File: config.mk
export PLATFORM = sky130hd
export DESIGN_NAME = abc_sweep_tester
export DESIGN_NICKNAME = d
export VERILOG_FILES = /design/src/rtl/abc_tester_pkg.sv /design/src/rtl/dwell_counter.sv /design/src/rtl/abc_sweep_tester.sv
export SDC_FILE = /design/constraint.sdc
export NUM_CORES = 1
export LEC_CHECK = 0
export CAP_MARGIN = 20
export CORE_MARGIN = 3
export CORE_UTILIZATION = 52
export CTS_CLUSTER_SIZE = 16
export DETAILED_ROUTE_END_ITERATION = 10
export PLACE_DENSITY = 0.78
export SLEW_MARGIN = 20
export SYNTH_ARGS = -nofsm -noshare
export SYNTH_HDL_FRONTEND = slang
export SYNTH_HIERARCHICAL = 1
export SYNTH_SLANG_ARGS = --single-unit
export TNS_END_PERCENT = 10
File: constraint.sdc
create_clock -name clk -period 2.9 [get_ports clk]
set_clock_uncertainty 0.15 [all_clocks]
set_input_delay 0.58 -clock clk [delete_from_list [all_inputs] [get_ports clk]]
set_output_delay 0.58 -clock clk [all_outputs]
set_load 0.02 [all_outputs]
File: src/rtl/abc_tester_pkg.sv
//----------------------------------------------------------------------------
// Module   : abc_tester_pkg
// Brief    : Shared FSM encoding and sizing constants for the A/B/C sweep tester.
// Revision : 1.0 - initial release
//----------------------------------------------------------------------------
`default_nettype none

package abc_tester_pkg;

    typedef enum logic [1:0] {
        ST_IDLE  = 2'd0,
        ST_DRIVE = 2'd1,
        ST_DONE  = 2'd2
    } state_t;

    localparam int         NUM_CODES = 8;
    localparam logic [2:0] LAST_CODE = 3'd7;
    localparam int         DWELL_W   = 8;

endpackage

`default_nettype wire

File: src/rtl/dwell_counter.sv
//----------------------------------------------------------------------------
// Module   : dwell_counter
// Brief    : Load/enable up-counter flagging the last cycle of a code's dwell.
// Revision : 1.0 - initial release
//----------------------------------------------------------------------------
`default_nettype none

module dwell_counter
    import abc_tester_pkg::*;
#(
    parameter int DWELL_CYCLES = 5
)
(
    input  logic clk,
    input  logic rst_n,
    input  logic load_i,
    input  logic en_i,
    output logic tc_o
);

    localparam logic [DWELL_W-1:0] TC_VALUE = DWELL_W'(DWELL_CYCLES - 1);

    logic [DWELL_W-1:0] count_q;
    logic [DWELL_W-1:0] count_d;

    // Load wins over enable so the count restarts on the terminal cycle itself.
    always_comb begin
        count_d = count_q;
        if (load_i) begin
            count_d = '0;
        end else if (en_i) begin
            count_d = count_q + DWELL_W'(1);
        end
    end

    always_ff @(posedge clk) begin
        if (!rst_n) begin
            count_q <= '0;
        end else begin
            count_q <= count_d;
        end
    end

    assign tc_o = (count_q == TC_VALUE);

endmodule

`default_nettype wire

File: src/rtl/abc_sweep_tester.sv
//----------------------------------------------------------------------------
// Module   : abc_sweep_tester
// Brief    : Sweeps A/B/C through codes 0..7 and checks three F outputs agree.
// Revision : 1.0 - initial release
//----------------------------------------------------------------------------
`default_nettype none

module abc_sweep_tester
    import abc_tester_pkg::*;
#(
    parameter int DWELL_CYCLES = 5
)
(
    input  logic                 clk,
    input  logic                 rst_n,
    input  logic                 start,
    output logic                 A,
    output logic                 B,
    output logic                 C,
    input  logic                 F_structural,
    input  logic                 F_functional,
    input  logic                 F_behavioral,
    output logic                 busy,
    output logic                 done,
    output logic                 pass,
    output logic [NUM_CODES-1:0] truth_table,
    output logic [3:0]           mismatch_cnt,
    output logic [2:0]           first_bad_code
);

    state_t               state_q;
    logic [2:0]           code_q;
    logic [2:0]           code_d;
    logic [2:0]           abc_q;
    logic                 busy_q;
    logic                 done_q;
    logic [NUM_CODES-1:0] tt_q;
    logic [3:0]           mm_cnt_q;
    logic [2:0]           first_bad_q;

    logic w_tc;
    logic w_en;
    logic w_load;
    logic w_disagree;

    assign w_en       = (state_q == ST_DRIVE);
    assign w_load     = !w_en || w_tc;
    assign code_d     = code_q + 3'd1;
    assign w_disagree = !((F_structural == F_functional) && (F_functional == F_behavioral));

    dwell_counter #(
        .DWELL_CYCLES (DWELL_CYCLES)
    ) u_dwell (
        .clk    (clk),
        .rst_n  (rst_n),
        .load_i (w_load),
        .en_i   (w_en),
        .tc_o   (w_tc)
    );

    always_ff @(posedge clk) begin
        if (!rst_n) begin
            state_q     <= ST_IDLE;
            code_q      <= 3'd0;
            abc_q       <= 3'd0;
            busy_q      <= 1'b0;
            done_q      <= 1'b0;
            tt_q        <= '0;
            mm_cnt_q    <= 4'd0;
            first_bad_q <= 3'd0;
        end else begin
            case (state_q)
                ST_IDLE, ST_DONE: begin
                    abc_q <= 3'd0;
                    if (start) begin
                        state_q     <= ST_DRIVE;
                        code_q      <= 3'd0;
                        busy_q      <= 1'b1;
                        done_q      <= 1'b0;
                        tt_q        <= '0;
                        mm_cnt_q    <= 4'd0;
                        first_bad_q <= 3'd0;
                    end
                end

                ST_DRIVE: begin
                    // Sample on the last dwell cycle; the block under test is combinational.
                    if (w_tc) begin
                        tt_q[code_q] <= F_behavioral;
                        if (w_disagree) begin
                            mm_cnt_q <= mm_cnt_q + 4'd1;
                            if (mm_cnt_q == 4'd0) begin
                                first_bad_q <= code_q;
                            end
                        end
                        if (code_q == LAST_CODE) begin
                            state_q <= ST_DONE;
                            abc_q   <= 3'd0;
                            busy_q  <= 1'b0;
                            done_q  <= 1'b1;
                        end else begin
                            code_q <= code_d;
                            abc_q  <= code_d;
                        end
                    end
                end

                default: begin
                    state_q <= ST_IDLE;
                    abc_q   <= 3'd0;
                    busy_q  <= 1'b0;
                    done_q  <= 1'b0;
                end
            endcase
        end
    end

    assign A              = abc_q[2];
    assign B              = abc_q[1];
    assign C              = abc_q[0];
    assign busy           = busy_q;
    assign done           = done_q;
    assign pass           = done_q && (mm_cnt_q == 4'd0);
    assign truth_table    = tt_q;
    assign mismatch_cnt   = mm_cnt_q;
    assign first_bad_code = first_bad_q;

endmodule

`default_nettype wire

==> results.cfg <==
[finish]
n_fill_cell = 250
final_cells = 237
seq_area_sq_um = 640.6
multi_input_area_sq_um = 880.8
drive_gt1_frac = 0.07767
nNetsFinal = 217
antenna-diode-count = 0
syn_to_final_growth_pct = 22.20

[sta]
rsz0062_at_grt = false
slew_headroom = 0.6521
fin_hold_ws_ns = 0.3302
post-route-period-util = 0.8451
final.setup.tns_ns = 0
tightest_slew_ns = 0.5171
finalMaxSlewViolations = 0
setup_violations = 0
clock.fmax_mhz = 408.0
finalHoldViolCount = 0
finalCriticalPeriod_ns = 2.451

[floorplan]
start_util = 0.5617
dieArea_sq_mm = 0.003755
die_w_microns = 61.28
dieHeight_microns = 61.28
core_area_sq_mm = 0.002829
ios = 27
rows = 19

[routing]
vias_per_cell = 5.878
via_count = 1393
detail_route.first_pass.iterations = 4
wl_per_cell_microns = 14.72
routed_wl_microns = 3489
drt_iter0_markers = 39
route.antenna.remaining_nets = 0
drc_errors = 0

[place]
dp_hpwl_microns = 2623
place.port_buffers = 26
gp_congestion = 0.8354
dp.cells = 229

[global_routing]
grt-ovfl-total = 0
grt_pass1_vias = 1325
grtUsageTotal = 0.2035
antenna_found_initial = 0
grt_start_max_net_pins = 18
grt_pass1_wl_microns = 5671

[synthesis]
ys_top_cells_by_area = dfxtp_1 (40%), mux2i_1 (5.0%), ha_1 (4.7%)
synth_most_common_cell = dfxtp_1
async_reset_ff_frac = 0
synth_fp_nets = 191
ys_seq_area_frac = 0.4031
ys_seq_elements = 32
synth-edff-count = 0
postSynthCellCount = 179
synth_cell_types = 44
yosysTopAreaCell = dfxtp_1
syn_area_per_cell_sq_um = 8.877
syn_area_sq_mm = 0.001589
synthFlopType = dfxtp_1
ys_top_cells_by_count = dfxtp_1 (32), nand2_1 (15), nor2_1 (14)
yosys_warnings = 6
synth_top_area_frac = 0.4031

[clocking]
clock_sinks = 32
cts_setup_buffers = 0
h-tree-depth = 2
clock_tree.buffer_depth = 2
path_clk_slew_ns = 0.11
hold_buffers = 0
clockRootBuffer = clkbuf_4
cts_buffers = 5
clock_latency_ns = 0.34
cts_resized = 0
cts_tree = built

[worst_setup_path]
crit_family = buffers and inverters
slowest_stage = clkdlybuf4s50_1
critPathKind = reg -> out
crit_buf_inv = 2
worstPathMaxFanout = 5
cp.required_ns = 2.17
critPathCaptureType = primary output
cp-start-kind = flop
worstPathCellList = inv_1 > ha_1 > and3_1 > clkdlybuf4s50_1
cp_slowest_stage_delay_ns = 0.53
worstPathArrival_ns = 1.72

[run]
cap_violations = 0

[pwr]
p_per_area_mw_per_mm2 = 441.2
ir_drop_mv = 0.2966
p_leak_uw = 0.0007005
finalPower_uw = 856.8

[hold_path]
hold_path.class = reg -> reg

[run_status]
outcome = finished, final reports clean
## report_power, final
group          switching (uW)  leakage [uW]  total, uW  internal (uW)
Combinational            38.3      0.000401       67.3           29.0
Sequential               4.15      0.000258        447            443
Clock                     162     0.0000412        342            180
Total                     205      0.000701        857            652
## worst reg2reg max path, stage by stage, from the launching register on
cell and delay, ns:
dfxtp_1 0.36, inv_1 0.07, ha_1 0.14, nand4bb_1 0.12, nor4_1 0.42, nand3b_1 0.22, o21a_1 0.27, nand2b_1 0.21
o311a_1 0.31
## per-stage QoR
step                      instance area, sq um  utilization  setup WS, ns
final                                     1942       0.6864        0.4491
after global routing                      1942       0.6864        0.3036
after CTS                                 1942       0.6864        0.4301
after detailed placement                  1862       0.6581        0.4786
after global placement                    1862       0.6581        0.5660
after floorplan                           1589            -        0.8195
## sequential cells by signal, indices dropped and copies added, names as in the netlist
name and count:
truth_table 8, u_dwell/count_q 8, mismatch_cnt 4, abc_q 3, code_q 3, first_bad_code 3, state_q 2, busy 1
## layout make-up
cell class | instances | share of cell area
Multi-Input combinational cell | 132 | 0.4536
Sequential cell | 32 | 0.3299
Timing Repair Buffer | 29 | 0.1456
Clock inverter | 3 | 0.02191
Tap cell | 31 | 0.01997
Clock buffer | 5 | 0.01933
Inverter | 5 | 0.009665
## layout by cell type (no fill, tap or decap), drive strengths merged, types with 2 or more instances in the layout
cell,instances
or3,5
clkdlybuf4s50,26
clkbuf,5
o211a,3
o21ai,11
a21boi,4
o311a,3
a21oi,8
nand3b,2
xor2,3
dfxtp,32
nand2b,7
and2,2
nand3,7
o21a,3
mux2i,8
nor2b,5
ha,6
nor2,15
nand2,15
nand4,5
o31ai,5
buf,3
inv,5
a211oi,2
## logic make-up after synthesis
| logic type | share of synthesized area |
|---|---|
| and+or+nand+nor | 0.2457 |
| AOI/OAI and AO/OA | 0.1890 |
| DFF | 0.4031 |
| buffers and inverters | 0.04252 |
| muxes | 0.05040 |
| adders and majority gates | 0.04724 |
| xor gates and xnor gates | 0.02205 |
## metal layers
layer / up-vias / track usage / share of wire
li1: 695 / - / -
met3: 4 / 0.06499 / 0.040
met4: 0 / 0.04954 / 0.0066
met2: 26 / 0.3807 / 0.54
met1: 668 / 0.2198 / 0.41
met5: - / 0 / 0
## path summary, 6_finish.rpt
| path | slack [ns] | cells after the start | end | startpoint |
|---|---|---|---|---|
| max reg2reg | 0.52 | 8 | truth_table[1] | u_dwell/count_q[0] |
| max | 0.45 | 4 | pass | mismatch_cnt[0] |
| min | 0.33 | 2 | first_bad_code[1] | first_bad_code[1] |
| min reg2reg | 0.33 | 2 | first_bad_code[1] | first_bad_code[1] |
Note: power is estimated with default switching activity, not from simulation.
==> patch, RTL diff (same flow settings) <==
`DWELL_W`: 8 -> 6.
--- a/src/rtl/abc_tester_pkg.sv
+++ b/src/rtl/abc_tester_pkg.sv
@@ -16,5 +16,5 @@
     localparam int         NUM_CODES = 8;
     localparam logic [2:0] LAST_CODE = 3'd7;
-    localparam int         DWELL_W   = 8;
+    localparam int         DWELL_W   = 6;
 
 endpackage
Check against the original RTL: same outputs for any inputs over 10 cycles, from zero or initial values and one cycle with rst_n low; that may be too few to reach the edited logic, so the function may still have changed.
==> patch against the unedited design <==
- wire length down 12%
- sequential cell count decreased by 2
- highest routed layer unchanged
- utilization rose by 1.6 points
- non-clock buffer count decreased by 1
- synthesized area is 6.4% lower
- synthesized cell count shrank 7.3%
- total power fell by 13%
- cell area is 6.2% lower
- worst setup slack better by 17 ps
==> patch: results <==
set metrics [dict create \
    pre_cts_slack_ps 492 \
    place.gp.congestion 0.815 \
    powerDensity_nw_per_um2 408 \
    dp_hpwl_um 2270 \
    p_sw_share_pct 24.3 \
    dp_cells 216 \
    worstSetupStartpoint "mismatch_cnt[0]" \
    arrival_ps 1700 \
    reg2reg_from "u_dwell/count_q[0]" \
    grt_usage_pct 19.9 \
    ys_types 43 \
    syn_nets 178 \
    pwr-share-seq_pct 56.5 \
    drc 0 \
    grt_start_max_net_pins 15 \
    p_clk_mw 0.256 \
    dpl-instance-area_um2 1760 \
    nets 205 \
    synthCells 166 \
    drive_gt1_share_pct 7.22 \
    synth_area_leaders "dfxtp_1 40%, mux2i_1 5.4%, ha_1 5.0%" \
    use_met1_pct 25.7 \
    synth_area_um2 1490 \
    grt_pass1_wl_um 5310 \
    ys_seq_area_share_pct 40.4 \
    slew_headroom_pct 67.1 \
    peakVddDrop_mv 0.346 \
    grt_pass1_vias 1154 \
    met3_usage_pct 6.97 \
    detail_route.wl_per_cell_um 13.7 \
    vias_per_cell 5.57 \
    fillCellCount 208 \
    drt_wl_total_um 3060 \
    synth_commonest_cells "30 x dfxtp_1, 15 x nand2_1, 15 x nor2_1" \
    drtIter0Drc 36 \
    final_core_util_pct 70.3 \
    clk_pin_slew_ps 90 \
    power.leakage_nw 0.671 \
    status "complete, no violations" \
    met2_usage_pct 30.1 \
]
patch: worst paths after layout:
kind	endpoint	slack [ps]	depth (start not counted)
max	pass	470	4
min	first_bad_code[1]	320	2
max reg2reg	truth_table[1]	650	7
min reg2reg	first_bad_code[1]	320	2
patch: cell type report:
cell class / count / area share (%)
clock buffers: 7 / 3.02
repair buffers: 28 / 15.1
well taps: 30 / 2.06
inverters: 5 / 1.03
multi-input cells: 123 / 45.5
clock inverters: 1 / 0.275
flip-flops and latches: 30 / 33.0
patch: routing by layer:
layer	routed length, um	part of all wire (%)
met1	1500	49
met3	159	5.2
met2	1370	45
met5	0	0
met4	34	1.1
patch: cell families after synthesis:
logic type	after synthesis	synth area share, %
flops	30	40.4
fa+ha+maj	6	5.05
mux	8	5.38
buf+inv	13	3.95
simple gates	66	24.1
xor+xnor	4	2.36
compound gates	39	18.8
patch: critical path, stage by stage, from the launching register on:
cell             delay [ps]
dfxtp_1                 410
inv_1                    80
ha_1                    210
and3_1                  160
clkdlybuf4s50_1         530
